**src/rtl/fetch_stage.sv**
```systemverilog
// rtl/fetch_stage.sv - PC register, next-PC select and IF/ID pipeline register
// Hazard controls gate PC and IF/ID independently; saturating debug counters track stalls and flushes.
module fetch_stage #(
  parameter logic [31:0] RESET_PC  = 32'h0000_0000,
  parameter logic [31:0] NOP_INSTR = 32'h0000_0000,
  parameter int          CNT_W     = 16
) (
  input  logic             clk,
  input  logic             rst_n,
  input  logic             pc_hold,
  input  logic             if_id_hold,
  input  logic             if_flush,
  input  logic             jump,
  input  logic [31:0]      jump_target,
  input  logic             branch_taken,
  input  logic [31:0]      branch_target,
  input  logic [31:0]      imem_rdata,
  input  logic             imem_valid,
  output logic [31:0]      imem_addr,
  output logic [31:0]      if_id_instr,
  output logic [31:0]      if_id_pc4,
  output logic             if_id_valid,
  output logic [CNT_W-1:0] stall_cnt,
  output logic [CNT_W-1:0] flush_cnt
);

  localparam logic [CNT_W-1:0] CNT_MAX = {CNT_W{1'b1}};

  logic [31:0] pc;
  logic [31:0] pc_plus4;
  logic [31:0] pc_next;

  assign pc_plus4  = pc + 32'd4;
  assign imem_addr = pc;

  // A held PC drops any redirect; ID re-presents it on the next unheld cycle.
  always_comb begin
    pc_next = pc;
    if (pc_hold)           pc_next = pc;
    else if (jump)         pc_next = {jump_target[31:2], 2'b00};
    else if (branch_taken) pc_next = {branch_target[31:2], 2'b00};
    else if (imem_valid)   pc_next = pc_plus4;
  end

  always_ff @(posedge clk or negedge rst_n) begin
    if (!rst_n) begin
      pc          <= RESET_PC;
      if_id_instr <= NOP_INSTR;
      if_id_pc4   <= 32'd0;
      if_id_valid <= 1'b0;
      stall_cnt   <= '0;
      flush_cnt   <= '0;
    end else begin
      pc <= pc_next;

      if (!if_id_hold) begin
        if (if_flush || !imem_valid) begin
          if_id_instr <= NOP_INSTR;
          if_id_pc4   <= 32'd0;
          if_id_valid <= 1'b0;
        end else begin
          if_id_instr <= imem_rdata;
          if_id_pc4   <= pc_plus4;
          if_id_valid <= 1'b1;
        end
      end

      if (pc_hold && stall_cnt != CNT_MAX)
        stall_cnt <= stall_cnt + CNT_W'(1);
      if (if_flush && !if_id_hold && flush_cnt != CNT_MAX)
        flush_cnt <= flush_cnt + CNT_W'(1);
    end
  end

endmodule

```
**config.mk**
```make
export PLATFORM = sky130hd
export DESIGN_NAME = fetch_stage
export DESIGN_NICKNAME = d
export VERILOG_FILES = /design/src/rtl/fetch_stage.sv
export SDC_FILE = /design/constraint.sdc
export NUM_CORES = 1
export LEC_CHECK = 0
export CAP_MARGIN = 20
export CORE_UTILIZATION = 35
export CTS_CLUSTER_DIAMETER = 60
export DETAILED_ROUTE_END_ITERATION = 10
export GPL_ROUTABILITY_DRIVEN = 0
export PLACE_DENSITY_LB_ADDON = 0.15
export SKIP_CTS_REPAIR_TIMING = 1
export SYNTH_ARGS = -nofsm -noshare
export SYNTH_HDL_FRONTEND = slang
export SYNTH_SLANG_ARGS = --single-unit
```
**constraint.sdc**
```tcl
create_clock -name clk -period 6 [get_ports clk]
set_input_delay 1.8 -clock clk [delete_from_list [all_inputs] [get_ports clk]]
set_output_delay 1.8 -clock clk [all_outputs]
set_load 0.1 [all_outputs]
```
**Word level (Yosys, flattened, before mapping)**

Cells that the tools add are included.
W data, S select, Z words.

- Bits in registers: 129
- Input bits: 104

- Bitwise operators: 1
- Multiplexer cells: 6
- $add $sub $neg: 3
- Equal/unequal tests: 2
- Reduce and logical (&&, ||, !) cells: 8

Operator list:

| kind | number |
|---|---|
| $mux W32 | 5 |
| $add A16 B1 Y16 const B | 2 |
| $add A32 B3 Y32 const B | 1 |
| $ne A16 B16 Y1 const B | 2 |
| $logic_and A1 B1 Y1 | 3 |
| $reduce_bool A3 Y1 | 1 |
| $logic_not A1 Y1 | 2 |
| $reduce_and A2 Y1 | 1 |
| $logic_or A1 B1 Y1 | 1 |
| $mux W1 | 1 |
| $not A1 Y1 | 1 |

**Depth between registers and ports, before layout**

Gate-level depths: netlist of run 1.

- Depth in word-level cells: 4
- Gate-level depth with buffers: 7
- Depth with buffers taken out: 6

**Worst setup path after synthesis of run 1**

OpenSTA, ideal clock, no wires.

- Path kind: input port to flip-flop
- From: in jump
- To: reg pc[28], in the netlist imem_addr[28]
- Stages on the path: 6
- Slack: 2,806 ps
- Setup time: 70 ps
- Arrival: 3,124 ps
- Path buffers: 1
- Required time: 5,930 ps
- Path through: clkbuf_1 nor3_1 or3_1 or2_2 o32a_1 nand2_1

- Longest elaborated chain between the ends: 2
- Elaborated cells between the ends (all ways): 3
- Classes of those cells: 1 x mux; 2 x reduce/logical

Ends and longest elaborated chain:

| what | line | RTL |
|---|---|---|
| start: declaration | 13 | `input logic jump,` |
| $reduce_bool A3 Y1 (no source line) | n/a |  |
| $reduce_and A2 Y1 (no source line) | n/a |  |
| end signal: assignment | 54 | `pc <= pc_next;` |
| end: declaration | 29 | `logic [31:0] pc;` |

Several ways; a longest one is shown, not always the timed one.
A chain may end at the register's enable or synchronous reset.

**Worst setup path in the final report of run 1**

- From: reg pc[9], in the netlist imem_addr[9]
- To: out imem_addr[9]

RTL lines:

| what | line | RTL |
|---|---|---|
| end: declaration | 19 | `output logic [31:0] imem_addr,` |

No word-level cell between the ends.

==> results of run 1 <==
## cell type report
type	instances	area [sq um]	share of cell area (%)
multi-input cells	444	2850	31.0
flip-flops and latches	125	3130	34.0
inverters	18	67.6	0.734
clock inverters	12	111	1.21
well taps	225	282	3.06
repair buffers	233	2300	25.0
clock buffers	20	467	5.07
## synthesized netlist by cell type (all sizes together), types with 2 or more instances
| cell type | count | area [sq um] |
|---|---|---|
| dfrtp | 125 | 3130 |
| nand2 | 54 | 203 |
| a21oi | 42 | 210 |
| o21ai | 42 | 210 |
| a22o | 40 | 350 |
| nor2 | 38 | 143 |
| xnor2 | 34 | 298 |
| clkbuf | 31 | 116 |
| nand3 | 22 | 110 |
| inv | 18 | 67.6 |
| nand4 | 18 | 125 |
| xor2 | 16 | 140 |
| buf | 12 | 93.8 |
| nor3 | 11 | 55.1 |
| and3 | 9 | 56.3 |
| and4 | 8 | 71.3 |
| a22oi | 7 | 52.6 |
| and2 | 7 | 43.8 |
| a31oi | 6 | 37.5 |
| nor2b | 6 | 37.5 |
| o22ai | 6 | 37.5 |
| or4 | 6 | 61.3 |
| mux2i | 5 | 50.1 |
| o31a | 5 | 43.8 |
| a221oi | 4 | 35.0 |
| a222oi | 4 | 40.0 |
| nand2b | 4 | 25.0 |
| nor4 | 4 | 31.3 |
| o2bb2ai | 4 | 35.0 |
| a2bb2oi | 3 | 26.3 |
| ha | 3 | 37.5 |
| mux2 | 3 | 33.8 |
| or2 | 3 | 18.8 |
| a211o | 2 | 17.5 |
| a41oi | 2 | 17.5 |
| nand3b | 2 | 15.0 |
| nor4b | 2 | 17.5 |
| o221ai | 2 | 17.5 |
| o31ai | 2 | 15.0 |
| o41ai | 2 | 17.5 |
| or3 | 2 | 12.5 |
## path summary, 6_finish.rpt
kind,from,to,slack [ns],depth (start not counted)
worst max-delay path,imem_addr[9],imem_addr[9],2.03,1
max in group asynchronous,rst_n,if_id_pc4[28],3.57,2
worst max register to register,imem_addr[2],imem_addr[22],3.42,6
worst min-delay path,if_id_pc4[20],if_id_pc4[20],0.49,2
worst min register to register,if_id_pc4[20],if_id_pc4[20],0.49,2
min in group asynchronous,rst_n,if_id_instr[0],1.39,1
## per-stage QoR
step	total power (W)	area, sq um	instances	hold slack (ns)
floorplan	0.00201	6260	630	0.984
global placement	0.00237	8620	1044	0.469
detailed placement	0.00239	8620	1044	0.474
CTS	0.00340	9200	1076	0.488
global route	0.00351	9210	1077	0.510
finish	0.00338	9210	1077	0.487
## metal layers
layer | global-route usage (%) | share of wire (%)
met1 | 29.4 | 44
met2 | 35.6 | 46
met3 | 6.62 | 8.3
met4 | 8.24 | 2.1
met5 | 0 | 0
## registers in the layout, summed over array words and instances (netlist names)
signal       count
if_id_pc4       30
flush_cnt       16
imem_addr       30
stall_cnt       16
if_id_valid      1
if_id_instr     32
## where the power goes
group          switching (W)  internal (W)  total, W
Sequential          0.000130      0.000943   0.00107
Combinational       0.000967      0.000338   0.00131
Clock               0.000395      0.000605   0.00100
Total                0.00149       0.00189   0.00338
## worst register-to-register path, delay by kind of cell (launching register included)
| family | cells | cell delay, ns |
|---|---|---|
| and+or+nand+nor | 3 | 1.32 |
| DFF | 1 | 0.48 |
| adders and majority gates | 1 | 0.32 |
| AOI/OAI and AO/OA | 2 | 0.32 |
## kinds of logic (layout without fill, tap and decap cells)
logic type               count (synthesis)  after routing  share of synthesized area (%)
multiplexers                             8              8                           1.34
adder cells (fa/ha/maj)                  3              3                          0.601
AO/OA/AOI/OAI                          181            181                           19.7
buffers and inverters                   61            283                           4.45
other                                    1              4                         0.0600
AND/OR/NAND/NOR                        198            198                           16.7
flip-flops                             125            125                           50.1
XOR/XNOR                                50             50                           7.01
==> impl_metrics.env, run 1 <==
export IMPL_routed_wl_um=20300
export IMPL_root_buffer="clkbuf_16"
export IMPL_vias_per_cell=5.43
export IMPL_die_y_um=136
export IMPL_hold_path_class="reg2reg"
export IMPL_layout_common_cells="clkdlybuf4s50_1, dfrtp_1, nand2_1"
export IMPL_slew_headroom_pct=29.3
export IMPL_max_freq_ghz=0.252
export IMPL_grt_total_usage_pct=22.6
export IMPL_crit_arrival_ns=2.17
export IMPL_final_util_pct=53.0
export IMPL_synthArstFlopShare_pct=100
export IMPL_dpl_hpwl_um=14300
export IMPL_num_rows=48
export IMPL_finalCriticalPeriod_ns=3.97
export IMPL_crit_chain="clkdlybuf4s50_1"
export IMPL_initial_core_util_pct=36.0
export IMPL_ioPinCount=233
export IMPL_crit_slowest_cell="clkdlybuf4s50_1"
export IMPL_final_antenna_net_count=0
export IMPL_synth_warnings=0
export IMPL_rsz0062_at_grt="false"
export IMPL_final_common_cell="clkdlybuf4s50_1"
export IMPL_fin_setup_tns_ns=0
export IMPL_dr_pass1_iters=5
export IMPL_setup_viol=0
export IMPL_die_area_sq_mm=0.0184
export IMPL_clkTransAtPathRegs_ns=0.06
export IMPL_startpoint_type="flip-flop"
export IMPL_hold_viol=0
export IMPL_end_kind="output port"
export IMPL_grt_pass1_wl_um=31600
export IMPL_cp_max_fo=9
export IMPL_path_class="reg2out"
export IMPL_cts_max_level=4
export IMPL_ir_worst_vdd_mv=0.453
export IMPL_synth_edf_count=0
export IMPL_antenna_cells=0
export IMPL_drt_iter0_drc=301
export IMPL_ys_ff_latch=125
export IMPL_drive_gt1_share_pct=7.04
export IMPL_grt_pass1_vias=5756
export IMPL_cellLeakagePower_nw=3.81
export IMPL_synth_avg_cell_area_sq_um=9.96
export IMPL_portBuffers=224
export IMPL_period_share_pct=66.1
export IMPL_synth_ff_type="dfrtp_1"
export IMPL_status="finished, final reports clean"
export IMPL_worst_slack_ns=2.03
export IMPL_slowest_delay_ns=1.22
export IMPL_finClkSkew_ns=0.00621
export IMPL_core_sq_mm=0.0174
export IMPL_vias=5850
export IMPL_post_drt_wl_per_cell_um=18.9
export IMPL_grt_max_degree=66
export IMPL_dp_slack_ns=1.80
export IMPL_die_x_um=136
export IMPL_grt_ovfl_total=0
export IMPL_tightest_slew_ns=1.06
export IMPL_syn_inst=627
export IMPL_cap_violations=0
export IMPL_cpLargestDelayFamily="buffers and inverters"
export IMPL_final_max_slew_viol_count=0
export IMPL_cts_tree="built"
export IMPL_drc=0
export IMPL_yosysUniqueCellTypes=59
export IMPL_clkSinkCount=125
export IMPL_fin_nets=946
export IMPL_clk_latency_ns=0.41
export IMPL_syn_area_sq_mm=0.00625
export IMPL_antenna_found_initial=0
export IMPL_synth_seq_area_share_pct=50.1
export IMPL_clock_path_buffers=2
export IMPL_cp_required_ns=4.20
export IMPL_crit_buf_inv=1
export IMPL_num_fill_cells=1523
export IMPL_syn_to_final_growth_pct=47.3
export IMPL_power_density_mw_per_mm2=367
export IMPL_cts_buffers_inserted=17
Power figures use the tool's default switching activity.
==> inputs of run 2 (changes only) <==
- clock period: 6 -> 3.4 ns (I/O delays scaled with it)
==> impl_metrics.env, run 2 (synthesis gave the netlist of run 1 again) <==
export IMPL_antenna_found_initial=0
export IMPL_cts_buffers_inserted=17
export IMPL_power_density_mw_per_mm2=674
export IMPL_dr_pass1_iters=4
export IMPL_routed_wl_um=20400
export IMPL_cpLargestDelayFamily="simple AND/OR/NAND/NOR gates"
export IMPL_grt_pass1_wl_um=31600
export IMPL_rsz0062_at_grt="false"
export IMPL_path_class="in2reg"
export IMPL_dp_slack_ns=0.457
export IMPL_grt_total_usage_pct=22.6
export IMPL_drc=0
export IMPL_root_buffer="clkbuf_16"
export IMPL_slew_headroom_pct=50.9
export IMPL_startpoint_type="input pin"
export IMPL_clk_latency_ns=0.41
export IMPL_num_rows=48
export IMPL_ir_worst_vdd_mv=0.711
export IMPL_clkSinkCount=125
export IMPL_status="finished, final reports clean"
export IMPL_final_antenna_net_count=0
export IMPL_max_freq_ghz=0.393
export IMPL_vias=5797
export IMPL_clkTransAtPathRegs_ns=0.06
export IMPL_fin_nets=953
export IMPL_core_sq_mm=0.0174
export IMPL_grt_ovfl_total=0
export IMPL_grt_max_degree=64
export IMPL_drive_gt1_share_pct=22.3
export IMPL_largest_register="if_id_instr"
export IMPL_finClkSkew_ns=0.00727
export IMPL_hold_viol=0
export IMPL_portBuffers=224
export IMPL_worst_slack_ns=0.856
export IMPL_place_area_sq_mm=0.00839
export IMPL_final_common_cell="buf_4"
export IMPL_crit_chain="clkdlybuf4s50_1 > nor3_1 > or3_1 > or2_2 > o32a_1 > nand2_1"
export IMPL_hold_path_class="reg2reg"
export IMPL_period_share_pct=74.8
export IMPL_cellLeakagePower_nw=4.08
export IMPL_initial_core_util_pct=36.0
export IMPL_cp_max_fo=5
export IMPL_die_area_sq_mm=0.0184
export IMPL_finalCriticalPeriod_ns=2.54
export IMPL_drt_iter0_drc=252
export IMPL_final_max_slew_viol_count=0
export IMPL_die_x_um=136
export IMPL_crit_buf_inv=1
export IMPL_cap_violations=0
export IMPL_fin_setup_tns_ns=0
export IMPL_tightest_slew_ns=0.737
export IMPL_vias_per_cell=5.35
export IMPL_ioPinCount=233
export IMPL_fin_area_sq_mm=0.00902
export IMPL_cts_tree="built"
export IMPL_layout_common_cells="buf_4, dfrtp_1, clkdlybuf4s50_1"
export IMPL_slowest_delay_ns=0.61
export IMPL_cp_required_ns=3.75
export IMPL_dpl_hpwl_um=14600
export IMPL_clock_path_buffers=2
export IMPL_end_kind="flip-flop"
export IMPL_setup_viol=0
export IMPL_syn_to_final_growth_pct=44.4
export IMPL_crit_slowest_cell="clkdlybuf4s50_1"
export IMPL_cts_max_level=4
export IMPL_die_y_um=136
export IMPL_antenna_cells=0
export IMPL_crit_arrival_ns=2.89
export IMPL_post_drt_wl_per_cell_um=18.8
export IMPL_largest_register_ffs=32
export IMPL_grt_pass1_vias=5754
## run 2: changes by cell type in the layout (fill, tap and decap cells not counted)
cell / change
clkinv_4: -2
clkinvlp_4: -1
inv_6: -2
bufinv_16: +3
buf_4: +130
buf_12: +2
clkdlybuf4s50_1: -125
clkinv_2: +1
## run 2: area by class of cell
cell class | instances | area, sq um
Clock inverter | 11 | 164
Timing Repair Buffer | 240 | 2060
Inverter | 18 | 67.6
Sequential cell | 125 | 3130
Clock buffer | 20 | 467
Tap cell | 225 | 282
Multi-Input combinational cell | 444 | 2850
Fill cell | 1597 | 8330
## run 2: path summary, 6_finish.rpt
| check | startpoint | endpoint | slack, ns | depth (start not counted) |
|---|---|---|---|---|
| worst max register to register | imem_addr[2] | imem_addr[22] | 0.90 | 6 |
| min in group asynchronous | rst_n | flush_cnt[6] | 0.61 | 1 |
| max in group asynchronous | rst_n | stall_cnt[13] | 1.98 | 2 |
| worst max-delay path | imem_valid | imem_addr[28] | 0.86 | 6 |
| worst min register to register | if_id_pc4[2] | if_id_pc4[2] | 0.49 | 2 |
| worst min-delay path | if_id_pc4[2] | if_id_pc4[2] | 0.49 | 2 |
## run 2: report_power, final
part           internal [W]  switching, W  total (W)  leakage (nW)
Sequential          0.00166      0.000226    0.00189          1.63
Combinational      0.000541       0.00171    0.00225          2.15
Clock               0.00128      0.000666    0.00194         0.308
## run 2: metrics by stage
stage / hold WS [ns] / std cells / util (%) / total power [W]
after floorplan: 0.724 / 630 / - / 0.00355
after global placement: 0.474 / 1052 / 48.3 / 0.00414
after detailed placement: 0.478 / 1052 / 48.3 / 0.00417
after CTS: 0.492 / 1083 / 52.0 / 0.00614
after global routing: 0.516 / 1083 / 52.0 / 0.00632
final: 0.486 / 1083 / 52.0 / 0.00609
## run 2: worst reg2reg max path, cell delays in order (launching register included)
cell and delay, ns:
dfrtp_1 0.47, ha_1 0.33, nand2_1 0.14, or4_2 0.72
nor3_1 0.45, o21ai_0 0.14, o2bb2ai_1 0.13
## run 2: metal layers
metal | share of wire (%) | vias to the layer above | global-route usage [%]
met5 | 0 | - | 0
met4 | 1.4 | 0 | 7.12
met3 | 7.1 | 17 | 5.87
met2 | 48 | 208 | 36.8
met1 | 44 | 2842 | 29.2
li1 | - | 2730 | -
